--- src/rtl/ex_seq_if.sv ---
// Handshake bundle between the EX sequencing controller and the pipeline around it.
// master drives the instruction/status side; slave is the controller.
interface ex_seq_if #(
    parameter int RAW   = 4,
    parameter int CNT_W = 16
);
    logic             id_valid;
    logic [RAW-1:0]   id_rs0;
    logic [RAW-1:0]   id_rs1;
    logic             id_use0;
    logic             id_use1;
    logic             ex_valid;
    logic             ex_load;
    logic [RAW-1:0]   ex_rd;
    logic             ex_we;
    logic             ex_setflags;
    logic             ex_hlt;
    logic             br_ctrl;
    logic             mem_stall;
    logic             stall_pc;
    logic             stall_id;
    logic             stall_ex;
    logic             bubble_ex;
    logic             flush_id;
    logic             pc_sel;
    logic             flag_we;
    logic             halted;
    logic [CNT_W-1:0] bubble_cnt;

    modport master (
        output id_valid, id_rs0, id_rs1, id_use0, id_use1,
               ex_valid, ex_load, ex_rd, ex_we, ex_setflags, ex_hlt,
               br_ctrl, mem_stall,
        input  stall_pc, stall_id, stall_ex, bubble_ex, flush_id,
               pc_sel, flag_we, halted, bubble_cnt
    );

    modport slave (
        input  id_valid, id_rs0, id_rs1, id_use0, id_use1,
               ex_valid, ex_load, ex_rd, ex_we, ex_setflags, ex_hlt,
               br_ctrl, mem_stall,
        output stall_pc, stall_id, stall_ex, bubble_ex, flush_id,
               pc_sel, flag_we, halted, bubble_cnt
    );
endinterface

--- src/rtl/ex_seq_ctrl.sv ---
// Execute-stage sequencing: load-use stall, taken-branch redirect/flush,
// memory-stall freeze, HLT and a saturating bubble counter.
module ex_seq_ctrl #(
    parameter int RAW     = 4,
    parameter int FLUSH_N = 2,
    parameter int CNT_W   = 16
) (
    input logic     clk,
    input logic     rst_n,
    ex_seq_if.slave bus
);
    // The branch cycle is the first squash cycle, so FLUSH holds FLUSH_N-1
    // cycles; the counter is loaded with one less and exits on reading 0.
    localparam int FCW = (FLUSH_N > 2) ? $clog2(FLUSH_N - 1) : 1;
    localparam logic [FCW-1:0] FLOAD = FCW'((FLUSH_N >= 2) ? FLUSH_N - 2 : 0);

    typedef enum logic [1:0] {RUN, FLUSH, HALT} state_t;

    state_t           state, state_nx;
    logic [FCW-1:0]   fcnt, fcnt_nx;
    logic [CNT_W-1:0] cnt;
    logic             cnt_inc;
    logic             hazard;
    logic             stall_pc, stall_id, stall_ex, bubble_ex;
    logic             flush_id, pc_sel, flag_we, halted;

    assign hazard = bus.ex_valid & bus.ex_load & bus.ex_we & (bus.ex_rd != '0) &
                    bus.id_valid &
                    ((bus.id_use0 & (bus.id_rs0 == bus.ex_rd)) |
                     (bus.id_use1 & (bus.id_rs1 == bus.ex_rd)));

    always_ff @(posedge clk or negedge rst_n) begin
        if (!rst_n) begin
            state <= RUN;
            fcnt  <= '0;
            cnt   <= '0;
        end else begin
            state <= state_nx;
            fcnt  <= fcnt_nx;
            if (cnt_inc && (cnt != '1))
                cnt <= cnt + 1'b1;
        end
    end

    always_comb begin
        state_nx  = state;
        fcnt_nx   = fcnt;
        cnt_inc   = 1'b0;
        stall_pc  = 1'b0;
        stall_id  = 1'b0;
        stall_ex  = 1'b0;
        bubble_ex = 1'b0;
        flush_id  = 1'b0;
        pc_sel    = 1'b0;
        flag_we   = 1'b0;
        halted    = 1'b0;
        // Outputs are forced low while reset is asserted, even mid-flush.
        if (rst_n) begin
            flag_we = bus.ex_valid & bus.ex_setflags & !bus.mem_stall & (state != HALT);
            if (state == HALT) begin
                stall_pc  = 1'b1;
                stall_id  = 1'b1;
                bubble_ex = 1'b1;
                halted    = 1'b1;
            end else if (bus.mem_stall) begin
                stall_pc = 1'b1;
                stall_id = 1'b1;
                stall_ex = 1'b1;
            end else if (state == FLUSH) begin
                flush_id  = 1'b1;
                bubble_ex = 1'b1;
                cnt_inc   = 1'b1;
                if (fcnt == '0) state_nx = RUN;
                else            fcnt_nx  = fcnt - 1'b1;
            end else if (bus.ex_valid && bus.br_ctrl) begin
                pc_sel    = 1'b1;
                flush_id  = 1'b1;
                bubble_ex = 1'b1;
                cnt_inc   = 1'b1;
                if (FLUSH_N > 1) begin
                    state_nx = FLUSH;
                    fcnt_nx  = FLOAD;
                end
            end else if (bus.ex_valid && bus.ex_hlt) begin
                state_nx = HALT;
            end else if (hazard) begin
                stall_pc  = 1'b1;
                stall_id  = 1'b1;
                bubble_ex = 1'b1;
                cnt_inc   = 1'b1;
            end
        end
    end

    assign bus.stall_pc   = stall_pc;
    assign bus.stall_id   = stall_id;
    assign bus.stall_ex   = stall_ex;
    assign bus.bubble_ex  = bubble_ex;
    assign bus.flush_id   = flush_id;
    assign bus.pc_sel     = pc_sel;
    assign bus.flag_we    = flag_we;
    assign bus.halted     = halted;
    assign bus.bubble_cnt = cnt;
endmodule
--- src/flat_wrapper.sv ---
// flat-port wrapper written by rule: the top's interface ports become plain ports
module ex_seq_ctrl_flat 
#(
    parameter int RAW     = 4,
    parameter int FLUSH_N = 2,
    parameter int CNT_W   = 16
)
  (clk, rst_n, bus_id_valid, bus_id_rs0, bus_id_rs1, bus_id_use0, bus_id_use1, bus_ex_valid, bus_ex_load, bus_ex_rd, bus_ex_we, bus_ex_setflags, bus_ex_hlt, bus_br_ctrl, bus_mem_stall, bus_stall_pc, bus_stall_id, bus_stall_ex, bus_bubble_ex, bus_flush_id, bus_pc_sel, bus_flag_we, bus_halted, bus_bubble_cnt);
  ex_seq_if #(.RAW(RAW), .CNT_W(CNT_W)) bus_i ();
  input logic clk;
  input logic rst_n;
  input wire logic [$bits(bus_i.id_valid)-1:0] bus_id_valid;
  input wire logic [$bits(bus_i.id_rs0)-1:0] bus_id_rs0;
  input wire logic [$bits(bus_i.id_rs1)-1:0] bus_id_rs1;
  input wire logic [$bits(bus_i.id_use0)-1:0] bus_id_use0;
  input wire logic [$bits(bus_i.id_use1)-1:0] bus_id_use1;
  input wire logic [$bits(bus_i.ex_valid)-1:0] bus_ex_valid;
  input wire logic [$bits(bus_i.ex_load)-1:0] bus_ex_load;
  input wire logic [$bits(bus_i.ex_rd)-1:0] bus_ex_rd;
  input wire logic [$bits(bus_i.ex_we)-1:0] bus_ex_we;
  input wire logic [$bits(bus_i.ex_setflags)-1:0] bus_ex_setflags;
  input wire logic [$bits(bus_i.ex_hlt)-1:0] bus_ex_hlt;
  input wire logic [$bits(bus_i.br_ctrl)-1:0] bus_br_ctrl;
  input wire logic [$bits(bus_i.mem_stall)-1:0] bus_mem_stall;
  output wire logic [$bits(bus_i.stall_pc)-1:0] bus_stall_pc;
  output wire logic [$bits(bus_i.stall_id)-1:0] bus_stall_id;
  output wire logic [$bits(bus_i.stall_ex)-1:0] bus_stall_ex;
  output wire logic [$bits(bus_i.bubble_ex)-1:0] bus_bubble_ex;
  output wire logic [$bits(bus_i.flush_id)-1:0] bus_flush_id;
  output wire logic [$bits(bus_i.pc_sel)-1:0] bus_pc_sel;
  output wire logic [$bits(bus_i.flag_we)-1:0] bus_flag_we;
  output wire logic [$bits(bus_i.halted)-1:0] bus_halted;
  output wire logic [$bits(bus_i.bubble_cnt)-1:0] bus_bubble_cnt;
  assign bus_i.id_valid = bus_id_valid;
  assign bus_i.id_rs0 = bus_id_rs0;
  assign bus_i.id_rs1 = bus_id_rs1;
  assign bus_i.id_use0 = bus_id_use0;
  assign bus_i.id_use1 = bus_id_use1;
  assign bus_i.ex_valid = bus_ex_valid;
  assign bus_i.ex_load = bus_ex_load;
  assign bus_i.ex_rd = bus_ex_rd;
  assign bus_i.ex_we = bus_ex_we;
  assign bus_i.ex_setflags = bus_ex_setflags;
  assign bus_i.ex_hlt = bus_ex_hlt;
  assign bus_i.br_ctrl = bus_br_ctrl;
  assign bus_i.mem_stall = bus_mem_stall;
  assign bus_stall_pc = bus_i.stall_pc;
  assign bus_stall_id = bus_i.stall_id;
  assign bus_stall_ex = bus_i.stall_ex;
  assign bus_bubble_ex = bus_i.bubble_ex;
  assign bus_flush_id = bus_i.flush_id;
  assign bus_pc_sel = bus_i.pc_sel;
  assign bus_flag_we = bus_i.flag_we;
  assign bus_halted = bus_i.halted;
  assign bus_bubble_cnt = bus_i.bubble_cnt;
  ex_seq_ctrl #(.RAW(RAW), .FLUSH_N(FLUSH_N), .CNT_W(CNT_W)) u_core (.clk(clk), .rst_n(rst_n), .bus(bus_i));
endmodule
--- config.mk ---
export PLATFORM = sky130hd
export DESIGN_NAME = ex_seq_ctrl_flat
export DESIGN_NICKNAME = d
export VERILOG_FILES = /design/src/rtl/ex_seq_if.sv /design/src/rtl/ex_seq_ctrl.sv /design/src/flat_wrapper.sv
export SDC_FILE = /design/constraint.sdc
export NUM_CORES = 1
export LEC_CHECK = 0
export CAP_MARGIN = 25
export CORE_ASPECT_RATIO = 0.8
export CORE_UTILIZATION = 43
export CTS_CLUSTER_DIAMETER = 50
export DETAILED_ROUTE_END_ITERATION = 7
export HOLD_SLACK_MARGIN = 0.12
export PLACE_DENSITY = 0.86
export SLEW_MARGIN = 20
export SYNTH_ARGS = -nofsm -noshare
export SYNTH_HDL_FRONTEND = slang
export SYNTH_SLANG_ARGS = --single-unit
export TNS_END_PERCENT = 50
--- constraint.sdc ---
create_clock -name clk -period 2.3 [get_ports clk]
set_clock_uncertainty 0.2 [all_clocks]
set_input_delay 0.46 -clock clk [delete_from_list [all_inputs] [get_ports clk]]
set_output_delay 0.46 -clock clk [all_outputs]
set_load 0.02 [all_outputs]
* After elaboration in Yosys (flattened, before gate mapping)
Index checks and enable logic that the tools add are counted.
Widths: inputs -> output; s select.
** Word-level totals
- Bits in registers :: 19
- Input port bits :: 24
- Output and inout port bits :: 24
** Cells by class
- Add/subtract/negate cells :: 2
- Equality and inequality tests :: 7
- Multiplexer cells :: 36
- Bitwise gates (word level) :: 13
- Reduce and logical (&&, ||, !) cells :: 9
** Operator list (number)
- $mux 1 :: 32
- $add 16x1->16 const B :: 1
- $ne 16x16->1 const B :: 1
- $and 1x1->1 :: 10
- $eq 4x4->1 :: 2
- $mux 2 :: 4
- $reduce_and 5->1 :: 1
- $ne 2x2->1 const B :: 2
- $reduce_and 4->1 :: 1
- $reduce_bool 4->1 :: 1
- $logic_and 1x1->1 :: 3
- $reduce_bool 3->1 :: 1
- $eq 2x1->1 const B :: 1
- $eq 2x2->1 const B :: 1
- $not 1->1 :: 2
- $reduce_bool 2->1 :: 1
- $logic_not 1->1 :: 1
- $or 1x1->1 :: 1
- $sub 1x1->1 const B :: 1

* Depth between registers and ports, before layout
Gate-level depths: netlist of the first run.
- Word-level depth :: 13
- Depth in mapped cells :: 8
- Gate-level depth less buffers :: 6

* Worst setup path before layout of the first run
OpenSTA, ideal clock, no wires.
- Kind :: input to output
- Start point :: input port bus_ex_rd[0]
- End point :: output port bus_bubble_ex
- Arrival :: 1.803 ns
- Data required time :: 1.640 ns
- Path slack :: -0.163 ns
- Stages on the path :: 7
- Path buffers :: 1
- Cells stage by stage :: xor2_1 nor3_2 nand4_1 a21oi_4 buf_6 o21bai_1 a21oi_1
** On the way
- Word-level cells in the longest chain between the ends :: 11
** RTL lines
- start: declaration :: RTL line flat_wrapper.sv:19 : input wire logic [$bits(bus_i.ex_rd)-1:0] bus_ex_rd;
- $eq 4x4->1, or another cell as far along :: RTL line ex_seq_ctrl.sv:29 : ((bus.id_use0 & (bus.id_rs0 == bus.ex_rd)) |
- $and 1x1->1 (on tied branches) :: RTL line ex_seq_ctrl.sv:29, ex_seq_ctrl.sv:27, ex_seq_ctrl.sv:30
- $or 1x1->1 / $and 1x1->1 (equally long branches) :: RTL line ex_seq_ctrl.sv:29, ex_seq_ctrl.sv:27
- $and 1x1->1 (*) :: RTL line ex_seq_ctrl.sv:28 : bus.id_valid &
- $mux 1 (*) :: RTL line ex_seq_ctrl.sv:86 : end else if (hazard) begin
- $mux 1 (*) :: RTL line ex_seq_ctrl.sv:84 : end else if (bus.ex_valid && bus.ex_hlt) begin
- $mux 1 (*) :: RTL line ex_seq_ctrl.sv:75 : end else if (bus.ex_valid && bus.br_ctrl) begin
- $mux 1 (*) :: RTL line ex_seq_ctrl.sv:69 : end else if (state == FLUSH) begin
- $mux 1 (*) :: RTL line ex_seq_ctrl.sv:65 : end else if (bus.mem_stall) begin
- $mux 1 (*) :: RTL line ex_seq_ctrl.sv:60 : if (state == HALT) begin
- $mux 1 (*) :: RTL line ex_seq_ctrl.sv:58 : if (rst_n) begin
- end: declaration :: RTL line flat_wrapper.sv:28 : output wire logic [$bits(bus_i.bubble_ex)-1:0] bus_bubble_ex;
Mark *: on every way between the ends. The rest lies on a longest branch, timed or not.

* Final worst setup path of the first run
Ends and elaborated chain as after synthesis.

==> results of run 1 <==
worst min path at each step:
stage                              start                        end  cells after the start
3_5_place_dp    u_core.bus.bubble_cnt[6]   u_core.bus.bubble_cnt[6]                      1
5_1_grt                            rst_n   u_core.bus.bubble_cnt[7]                      3
6_report                           rst_n   u_core.bus.bubble_cnt[2]                      3
2_1_floorplan                      rst_n   u_core.bus.bubble_cnt[0]                      0
4_1_cts                            rst_n   u_core.bus.bubble_cnt[7]                      3
3_3_place_gp   u_core.bus.bubble_cnt[10]  u_core.bus.bubble_cnt[10]                      1
power by group through the flow:
stage	Sequential (µW)	Combinational, µW	Clock (µW)
floorplan	323	29.6	0
global placement	322	98.0	0
detailed placement	322	100	0
CTS	316	93.2	158
global route	316	107	179
finish	316	100	159
state kept, by name (all words and copies together), names as in the netlist:
name                   count
u_core.bus.bubble_cnt     16
u_core.state               2
timing repair:
item                       CTS  global route
buffers inserted             2             1
setup endpoints to repair   17             6
pin swaps                   19            10
hold buffers                 1             0
hold endpoints to repair     4             0
gates resized for setup     85            20
layout by cell type, fill, tap and decap left out, types with 3 or more instances in the layout:
| cell type | n |
|---|---|
| sky130_fd_sc_hd__xnor2_1 | 17 |
| sky130_fd_sc_hd__and3_1 | 8 |
| sky130_fd_sc_hd__dlygate4sd2_1 | 5 |
| sky130_fd_sc_hd__clkdlybuf4s50_1 | 21 |
| sky130_fd_sc_hd__nand2_1 | 4 |
| sky130_fd_sc_hd__o211ai_1 | 7 |
| sky130_fd_sc_hd__buf_6 | 3 |
| sky130_fd_sc_hd__buf_2 | 6 |
| sky130_fd_sc_hd__o2111ai_1 | 5 |
| sky130_fd_sc_hd__dfrtp_1 | 18 |
| sky130_fd_sc_hd__xor2_1 | 5 |
| sky130_fd_sc_hd__a21oi_2 | 4 |
| sky130_fd_sc_hd__buf_4 | 20 |
| sky130_fd_sc_hd__clkbuf_2 | 4 |
| sky130_fd_sc_hd__clkbuf_4 | 3 |
| sky130_fd_sc_hd__nand2_2 | 4 |
| sky130_fd_sc_hd__nand4_1 | 3 |
| sky130_fd_sc_hd__nor2_1 | 4 |
layout make-up:
class / instances / area, µm² / area share [%]
multi-input cells: 91 / 743.2 / 40.77
flip-flops and latches: 18 / 450.4 / 24.71
clock buffers: 3 / 22.52 / 1.235
well taps: 36 / 45.04 / 2.471
repair buffers: 64 / 554.3 / 30.40
inverters: 2 / 7.507 / 0.4118
logic make-up (layout without fill, tap and decap cells):
family	after synthesis	after routing	synth area share, %
adders and majority gates	1	1	1.058
AOI/OAI and AO/OA	25	25	18.10
muxes	1	1	0.9523
and+or+nand+nor	41	41	21.27
DFF	18	18	38.10
buffers and inverters	6	69	3.492
xor gates and xnor gates	23	23	17.04
routing by layer:
| metal | routed length [µm] | part of all wire (%) | vias to the layer above |
|---|---|---|---|
| li1 | - | - | 545 |
| met1 | 1502 | 43 | 557 |
| met2 | 1726 | 50 | 50 |
| met3 | 189 | 5.4 | 10 |
| met4 | 51 | 1.5 | 0 |
| met5 | 0 | 0 | - |
through the flow:
stage | setup WS (ps) | TNS, ps | utilization, %
6_report | -18.79 | -18.79 | 72.27
5_1_grt | -75.04 | -136.3 | 72.27
3_3_place_gp | -805.6 | -6648 | 70.49
2_1_floorplan | -43.96 | -43.96 | -
3_5_place_dp | -944.4 | -9573 | 70.49
4_1_cts | -31.96 | -51.11 | 70.93
worst register-to-register path: stages (launching register included):
cell                      delay [ps]
sky130_fd_sc_hd__dfrtp_1         420
sky130_fd_sc_hd__ha_1            230
sky130_fd_sc_hd__nand2_1         140
sky130_fd_sc_hd__nor3_4          330
sky130_fd_sc_hd__a31oi_4         150
sky130_fd_sc_hd__buf_12          170
sky130_fd_sc_hd__o21ai_2          70
sky130_fd_sc_hd__mux2_2          340
==> reports/summary.log, run 1 <==
qor: layout.final_cell_count_no_fill 214
qor: routing.drcViolationCount 0
qor: routing.detailedRoute.firstPassIterationCount 4
qor: power_and_ir_drop.power.switching 147.2 µW
qor: floorplan.top_level_ports 48
qor: logic_synthesis.yosys.area.top_type_share 38.10%
qor: grt.top_usage_layer met2
qor: power_and_ir_drop.power.density_cell_area 315.3 mW/mm²
qor: layout.finalNetCount 205
qor: power_and_ir_drop.seqPwrFrac 55.0%
qor: power_and_ir_drop.intPower 427.6 µW
qor: sta.min_period_over_period 100.8%
qor: sta.rsz0062_at_grt yes
qor: placement.hpwl 2449 µm
qor: layout.post_route_cells_drive_above_1_share 37.64%
qor: sta.layout_setup_ws -18.79 ps
qor: grt.global_route.usage.total 25.63%
qor: setup_path.path_depth 8
qor: sta.final_period_minus_worst_setup_slack 2319 ps
qor: layout.fillerInstances 192
qor: worst_hold_path.hold_class in -> async
qor: clock_tree.clkLatencyLatePin 300 ps
qor: setup_path.worst_path_largest_cell_delay 200 ps
qor: floorplan.coreArea 0.002522 mm²
qor: floorplan.die_width 60.63 µm
qor: layout.antenna-diode-count 0
qor: logic_synthesis.synth_area_per_cell 10.28 µm²
qor: outcome.outcome finished, violations left
qor: power_and_ir_drop.irDropWorstVdd 0.3270 mV
qor: power_and_ir_drop.power.share.combinational 17.4%
qor: routing.vias_per_cell 5.430
qor: sta.worst-slew-pin-transition 318.8 ps
qor: power_and_ir_drop.clk_network_pwr_share 27.6%
qor: grt.grt_max_degree 16
qor: layout.flow.area_growth_from_synthesis 54.18%
qor: grt.met3_usage 6.366%
qor: layout.design_area 0.001823 mm²
qor: setup_path.ff2ff_path_depth 7
qor: clock_tree.cts_max_level 1
qor: setup_path.criticalPathCategory in -> out
qor: logic_synthesis.synth_ff_type sky130_fd_sc_hd__dfrtp_1
qor: setup_path.timing.critical_path.to_type primary output
qor: power_and_ir_drop.sw_frac_of_total 25.61%
qor: setup_path.worst-r2r-setup-slack 130 ps
qor: floorplan.chipHeight 48.90 µm
qor: setup_path.crit_path_end bus_bubble_ex
qor: setup_path.cp_data_arrival_time 1660 ps
qor: grt.via_count_of_the_first_global_routing_pass 1,148
qor: power_and_ir_drop.leakage 0.0008193 µW
qor: clock_tree.cts_buffers 3
qor: setup_path.critical_path.max_fanout 3
qor: setup_path.crit_start bus_ex_rd[0]
qor: logic_synthesis.yosysUniqueCellTypes 38
qor: flow_run.drv.max_cap_violation_count 0
qor: routing.detailroute.via_count 1,162
qor: setup_path.cp_data_required_time 1640 ps
qor: floorplan.start_util 46.88%
qor: sta.holdWs 227.5 ps
qor: setup_path.r2r_start u_core.bus.bubble_cnt[0]
qor: sta.setup_viol_count_final 1
qor: sta.report.final.slew_viol_count 0
qor: logic_synthesis.synth_sequential_area_ratio 38.10%
qor: logic_synthesis.synth_edf_count 0
qor: clock_tree.clock_tree_from_tritoncts built
qor: floorplan.std_cell_rows 16
qor: setup_path.cpLargestDelayFamily compound AO/OA/AOI/OAI gates
qor: outcome.failed_checks negative setup slack
qor: clock_tree.clk_pin_slew 100 ps
qor: sta.timing.max_slew.rel_slack 78.68%
qor: placement.globalplace.congestion 0.8016
qor: logic_synthesis.syn_inst 115
qor: setup_path.crit_path_start_kind input port
qor: routing.iter_0_drt_violations 45
qor: routing.detail_route.wl_per_cell 16.21 µm
qor: logic_synthesis.synthArstFlopShare 100.0%
qor: grt.gr-usage-met1 36.10%
qor: sta.clock.fmax 431.3 MHz
qor: logic_synthesis.synth_area 0.001182 mm²
qor: placement.place.port_buffers 47
qor: grt.grt_pass1_wl 5637 µm
qor: grt.grt.met2_usage 39.74%
qor: logic_synthesis.netlist_top_cells_area sky130_fd_sc_hd__dfrtp_1, sky130_fd_sc_hd__xnor2_1, sky130_fd_sc_hd__o211ai_1
qor: grt.antenna_found_initial 0
qor: clock_tree.ctsRootBufferMaster sky130_fd_sc_hd__clkbuf_4
qor: logic_synthesis.yosys_warnings 0
qor: clock_tree.clkSinkCount 18
qor: logic_synthesis.postSynthNetCount 140
qor: logic_synthesis.post-synth-top-count-cell sky130_fd_sc_hd__dfrtp_1
qor: power_and_ir_drop.p_total 574.8 µW
qor: clock_tree.cts_max_path_buffers 2
qor: logic_synthesis.ys_ff_latch 18
qor: routing.routed_wl 3469 µm
qor: logic_synthesis.netlist_top_cells_count sky130_fd_sc_hd__dfrtp_1, sky130_fd_sc_hd__xnor2_1, sky130_fd_sc_hd__and3_1
qor: sta.hold_violations 0
qor: setup_path.crit_chain buf_8 > xor2_1 > nor3_2 > nand4_1 > a21oi_4 > o21bai_1 > a21oi_2 > buf_4
qor: setup_path.endpoint_of_the_worst_register_to_register_path u_core.bus.bubble_cnt[1]
qor: floorplan.design.die.area 0.002965 mm²
qor: logic_synthesis.synth_largest_area_cell sky130_fd_sc_hd__dfrtp_1
qor: setup_path.path_buf_inv 2
qor: routing.detail-route-antenna-nets 0
qor: grt.overflow 0
qor: placement.dpl.cell_count 207
qor: placement.placed_area 0.001778 mm²
qor: setup_path.cpMaxStageDelayCell sky130_fd_sc_hd__nand4_1
Note: power is estimated with default switching activity, not from simulation.
==> inputs of run 2 (changes only) <==
- ABC_AREA: not set -> 1
- CORE_UTILIZATION: 43 -> 45
==> reports/summary.log, run 2 <==
qor: outcome.outcome complete, no violations [was finished, violations left]
qor: placement.dpl.cell_count 287 [was 207]
qor: clock_tree.clk_pin_slew 70 ps [was 100 ps]
qor: logic_synthesis.synth_largest_area_cell sky130_fd_sc_hd__dfrtp_1 [unchanged]
qor: floorplan.start_util 48.34% [was 46.88%]
qor: sta.rsz0062_at_grt yes [unchanged]
qor: logic_synthesis.synth_sequential_area_ratio 32.94% [was 38.10%]
qor: logic_synthesis.synth_area_per_cell 6.838 µm² [was 10.28 µm²]
qor: logic_synthesis.netlist_top_cells_count sky130_fd_sc_hd__nand2_1, sky130_fd_sc_hd__nor2_1, sky130_fd_sc_hd__inv_1 [was sky130_fd_sc_hd__dfrtp_1, sky130_fd_sc_hd__xnor2_1, sky130_fd_sc_hd__and3_1]
qor: logic_synthesis.synthArstFlopShare 100.0% [unchanged]
qor: clock_tree.clock_tree_from_tritoncts built [unchanged]
qor: sta.report.final.slew_viol_count 0 [unchanged]
qor: logic_synthesis.postSynthNetCount 225 [was 140]
qor: layout.fillerInstances 235 [was 192]
qor: sta.layout_setup_ws 45.67 ps [was -18.79 ps]
qor: grt.global_route.usage.total 23.66% [was 25.63%]
qor: setup_path.worst_path_largest_cell_delay 450 ps [was 200 ps]
qor: setup_path.r2r_start u_core.bus.bubble_cnt[0] [unchanged]
qor: floorplan.chipHeight 51.31 µm [was 48.90 µm]
qor: routing.routed_wl 3613 µm [was 3469 µm]
qor: placement.placed_area 0.001903 mm² [was 0.001778 mm²]
qor: setup_path.cp_data_arrival_time 1590 ps [was 1660 ps]
qor: setup_path.critical_path.max_fanout 2 [was 3]
qor: power_and_ir_drop.irDropWorstVdd 0.5361 mV [was 0.3270 mV]
qor: layout.register_area 450.4 µm² [unchanged]
qor: placement.place.port_buffers 47 [unchanged]
qor: logic_synthesis.yosys_warnings 0 [unchanged]
qor: layout.final_common_cell sky130_fd_sc_hd__nand2_1 [was sky130_fd_sc_hd__clkdlybuf4s50_1]
qor: grt.overflow 0 [unchanged]
qor: clock_tree.ctsHoldBuffers 0 [was 1]
qor: sta.timing.max_slew.rel_slack 74.86% [was 78.68%]
qor: routing.vias_per_cell 5.020 [was 5.430]
qor: layout.largest_reg_flops 16 [unchanged]
qor: logic_synthesis.synth_edf_count 0 [unchanged]
qor: logic_synthesis.synth_area 0.001368 mm² [was 0.001182 mm²]
qor: floorplan.coreArea 0.002829 mm² [was 0.002522 mm²]
qor: sta.hold_violations 0 [unchanged]
qor: clock_tree.cts_max_path_buffers 2 [unchanged]
qor: setup_path.cpMaxStageDelayCell sky130_fd_sc_hd__clkdlybuf4s50_1 [was sky130_fd_sc_hd__nand4_1]
qor: logic_synthesis.post-synth-top-count-cell sky130_fd_sc_hd__nand2_1 [was sky130_fd_sc_hd__dfrtp_1]
qor: power_and_ir_drop.leakage 0.001004 µW [was 0.0008193 µW]
qor: power_and_ir_drop.p_total 1226 µW [was 574.8 µW]
qor: grt.antenna_found_initial 0 [unchanged]
qor: logic_synthesis.yosysUniqueCellTypes 24 [was 38]
qor: floorplan.design.die.area 0.003265 mm² [was 0.002965 mm²]
qor: floorplan.die_width 63.64 µm [was 60.63 µm]
qor: routing.drcViolationCount 0 [unchanged]
qor: routing.detail_route.wl_per_cell 12.33 µm [was 16.21 µm]
qor: routing.detail-route-antenna-nets 0 [unchanged]
qor: placement.globalplace.congestion 0.8140 [was 0.8016]
qor: grt.via_count_of_the_first_global_routing_pass 1,357 [was 1,148]
qor: worst_hold_path.hold_class in -> async [unchanged]
qor: grt.grt_max_degree 19 [was 16]
qor: flow_run.drv.max_cap_violation_count 0 [unchanged]
qor: sta.min_period_over_period 98.01% [was 100.8%]
qor: placement.hpwl 2571 µm [was 2449 µm]
qor: sta.setup_viol_count_final 0 [was 1]
qor: setup_path.path_buf_inv 3 [was 2]
qor: clock_tree.clkLatencyLatePin 250 ps [was 300 ps]
qor: clock_tree.clkSinkCount 18 [unchanged]
qor: routing.detailroute.via_count 1,471 [was 1,162]
qor: clock_tree.ctsRootBufferMaster sky130_fd_sc_hd__clkbuf_8 [was sky130_fd_sc_hd__clkbuf_4]
qor: setup_path.cp_data_required_time 1640 ps [about the same]
qor: routing.detailedRoute.firstPassIterationCount 4 [unchanged]
qor: setup_path.crit_chain clkdlybuf4s50_1 > nand4_1 > inv_2 > nand3_2 > nand2_4 > nand2_2 > a21oi_2 > buf_6 [was buf_8 > xor2_1 > nor3_2 > nand4_1 > a21oi_4 > o21bai_1 > a21oi_2 > buf_4]
qor: layout.multi_input_comb_area 842.1 µm² [was 743.2 µm²]
qor: grt.grt_pass1_wl 6058 µm [was 5637 µm]
qor: placement.place_ws -764.7 ps [was -944.4 ps]
qor: setup_path.crit_start bus_ex_load [was bus_ex_rd[0]]
qor: setup_path.timing.critical_path.to_type primary output [unchanged]
qor: layout.design_area 0.001972 mm² [was 0.001823 mm²]
qor: routing.iter_0_drt_violations 106 [was 45]
qor: setup_path.criticalPathCategory in -> out [unchanged]
qor: sta.worst-slew-pin-transition 373.6 ps [was 318.8 ps]
qor: logic_synthesis.yosys.area.top_type_share 32.94% [was 38.10%]
qor: sta.clock.fmax 443.6 MHz [was 431.3 MHz]
qor: sta.holdWs 207.2 ps [was 227.5 ps]
qor: floorplan.top_level_ports 48 [unchanged]
qor: sta.final_period_minus_worst_setup_slack 2254 ps [was 2319 ps]
qor: layout.layout_common_cells sky130_fd_sc_hd__nand2_1, sky130_fd_sc_hd__nor2_1, sky130_fd_sc_hd__clkdlybuf4s50_1 [was sky130_fd_sc_hd__clkdlybuf4s50_1, sky130_fd_sc_hd__buf_4, sky130_fd_sc_hd__dfrtp_1, sky130_fd_sc_hd__xnor2_1, sky130_fd_sc_hd__and3_1]
qor: layout.finalNetCount 281 [was 205]
qor: setup_path.crit_path_start_kind input port [unchanged]
qor: logic_synthesis.ys_ff_latch 18 [unchanged]
qor: logic_synthesis.netlist_top_cells_area sky130_fd_sc_hd__dfrtp_1, sky130_fd_sc_hd__nand2_1, sky130_fd_sc_hd__nand4_1 [was sky130_fd_sc_hd__dfrtp_1, sky130_fd_sc_hd__xnor2_1, sky130_fd_sc_hd__o211ai_1]
qor: clock_tree.cts_buffers 3 [unchanged]
qor: clock_tree.cts_max_level 1 [unchanged]
qor: layout.post_route_cells_drive_above_1_share 22.35% [was 37.64%]
qor: logic_synthesis.synth_ff_type sky130_fd_sc_hd__dfrtp_1 [unchanged]
qor: logic_synthesis.syn_inst 200 [was 115]
qor: power_and_ir_drop.power.density_cell_area 621.6 mW/mm² [was 315.3 mW/mm²]
qor: setup_path.cpLargestDelayFamily buffers and inverters [was compound AO/OA/AOI/OAI gates]
qor: layout.antenna-diode-count 0 [unchanged]
qor: layout.flow.area_growth_from_synthesis 44.19% [was 54.18%]
qor: floorplan.std_cell_rows 17 [was 16]
qor: layout.final_cell_count_no_fill 293 [was 214]
-- run 2: cell types whose count changed in the layout (fill, tap and decap cells not counted), sizes merged, moves of 11 or more --
cell,change
inv,+23
nand4,+15
xnor2,-11
buf,-16
nor2,+21
nand2,+61
nand3,+11
-- run 2: path summary, 6_finish.rpt --
check,endpoint,slack [ps],depth (start not counted)
setup / recovery,bus_bubble_ex,50,8
hold / removal,u_core.state[0],210,2
setup reg to reg,u_core.bus.bubble_cnt[7],210,9
hold reg to reg,u_core.bus.bubble_cnt[15],310,2
max in group asynchronous,u_core.bus.bubble_cnt[11],1430,2
min in group clk,u_core.bus.bubble_cnt[15],310,2
-- run 2: metrics by stage --
stage	setup TNS (ps)	util, %
after detailed placement	-7480	67.27
after global placement	-5901	67.27
after global routing	-68.47	69.70
after floorplan	0	-
after CTS	-33.30	69.31
final	0	69.70
-- run 2: cells by family (layout without fill, tap and decap cells) --
logic type	after synthesis	in the layout	share of synthesized area [%]
DFF	18	18	32.94
buffers and inverters	30	85	9.423
adders and majority gates	1	1	0.9148
xor gates and xnor gates	15	15	9.607
and+or+nand+nor	132	132	45.65
AOI/OAI and AO/OA	4	4	1.463
-- run 2: area by class of cell --
type | instances | area share [%]
Multi-Input combinational cell | 152 | 42.70
Timing Repair Buffer | 56 | 24.49
Sequential cell | 18 | 22.84
Inverter | 25 | 4.759
Clock buffer | 4 | 2.792
Tap cell | 38 | 2.411
-- run 2: per-layer routing --
metal	GRT usage (%)	vias to the layer above	part of all wire [%]
li1	-	750	-
met1	32.55	676	46
met2	39.72	43	49
met3	4.241	2	4.0
met4	3.030	0	0.55
met5	0	-	0
-- run 2: what timing repair did --
action	4_1_cts	5_1_grt
endpoints found under the setup margin	23	6
gates resized for setup	51	35
pin swaps	9	17
setup buffers	0	2
-- run 2: worst reg2reg max path: stages, from the launching register on --
cell                      delay [ps]
sky130_fd_sc_hd__dfrtp_1         440
sky130_fd_sc_hd__ha_1            230
sky130_fd_sc_hd__nand3_2         140
sky130_fd_sc_hd__nor2_4          170
sky130_fd_sc_hd__nand2_2         110
sky130_fd_sc_hd__nor2_4          120
sky130_fd_sc_hd__nand3_4         200
sky130_fd_sc_hd__nand3_4         260
sky130_fd_sc_hd__nand2_1          90
sky130_fd_sc_hd__nand2_1          80
-- run 2: power breakdown --
| part | switching (µW) | internal, µW |
|---|---|---|
| Clock | 107 | 152 |
| Sequential | 54.4 | 362 |
| Combinational | 308 | 242 |
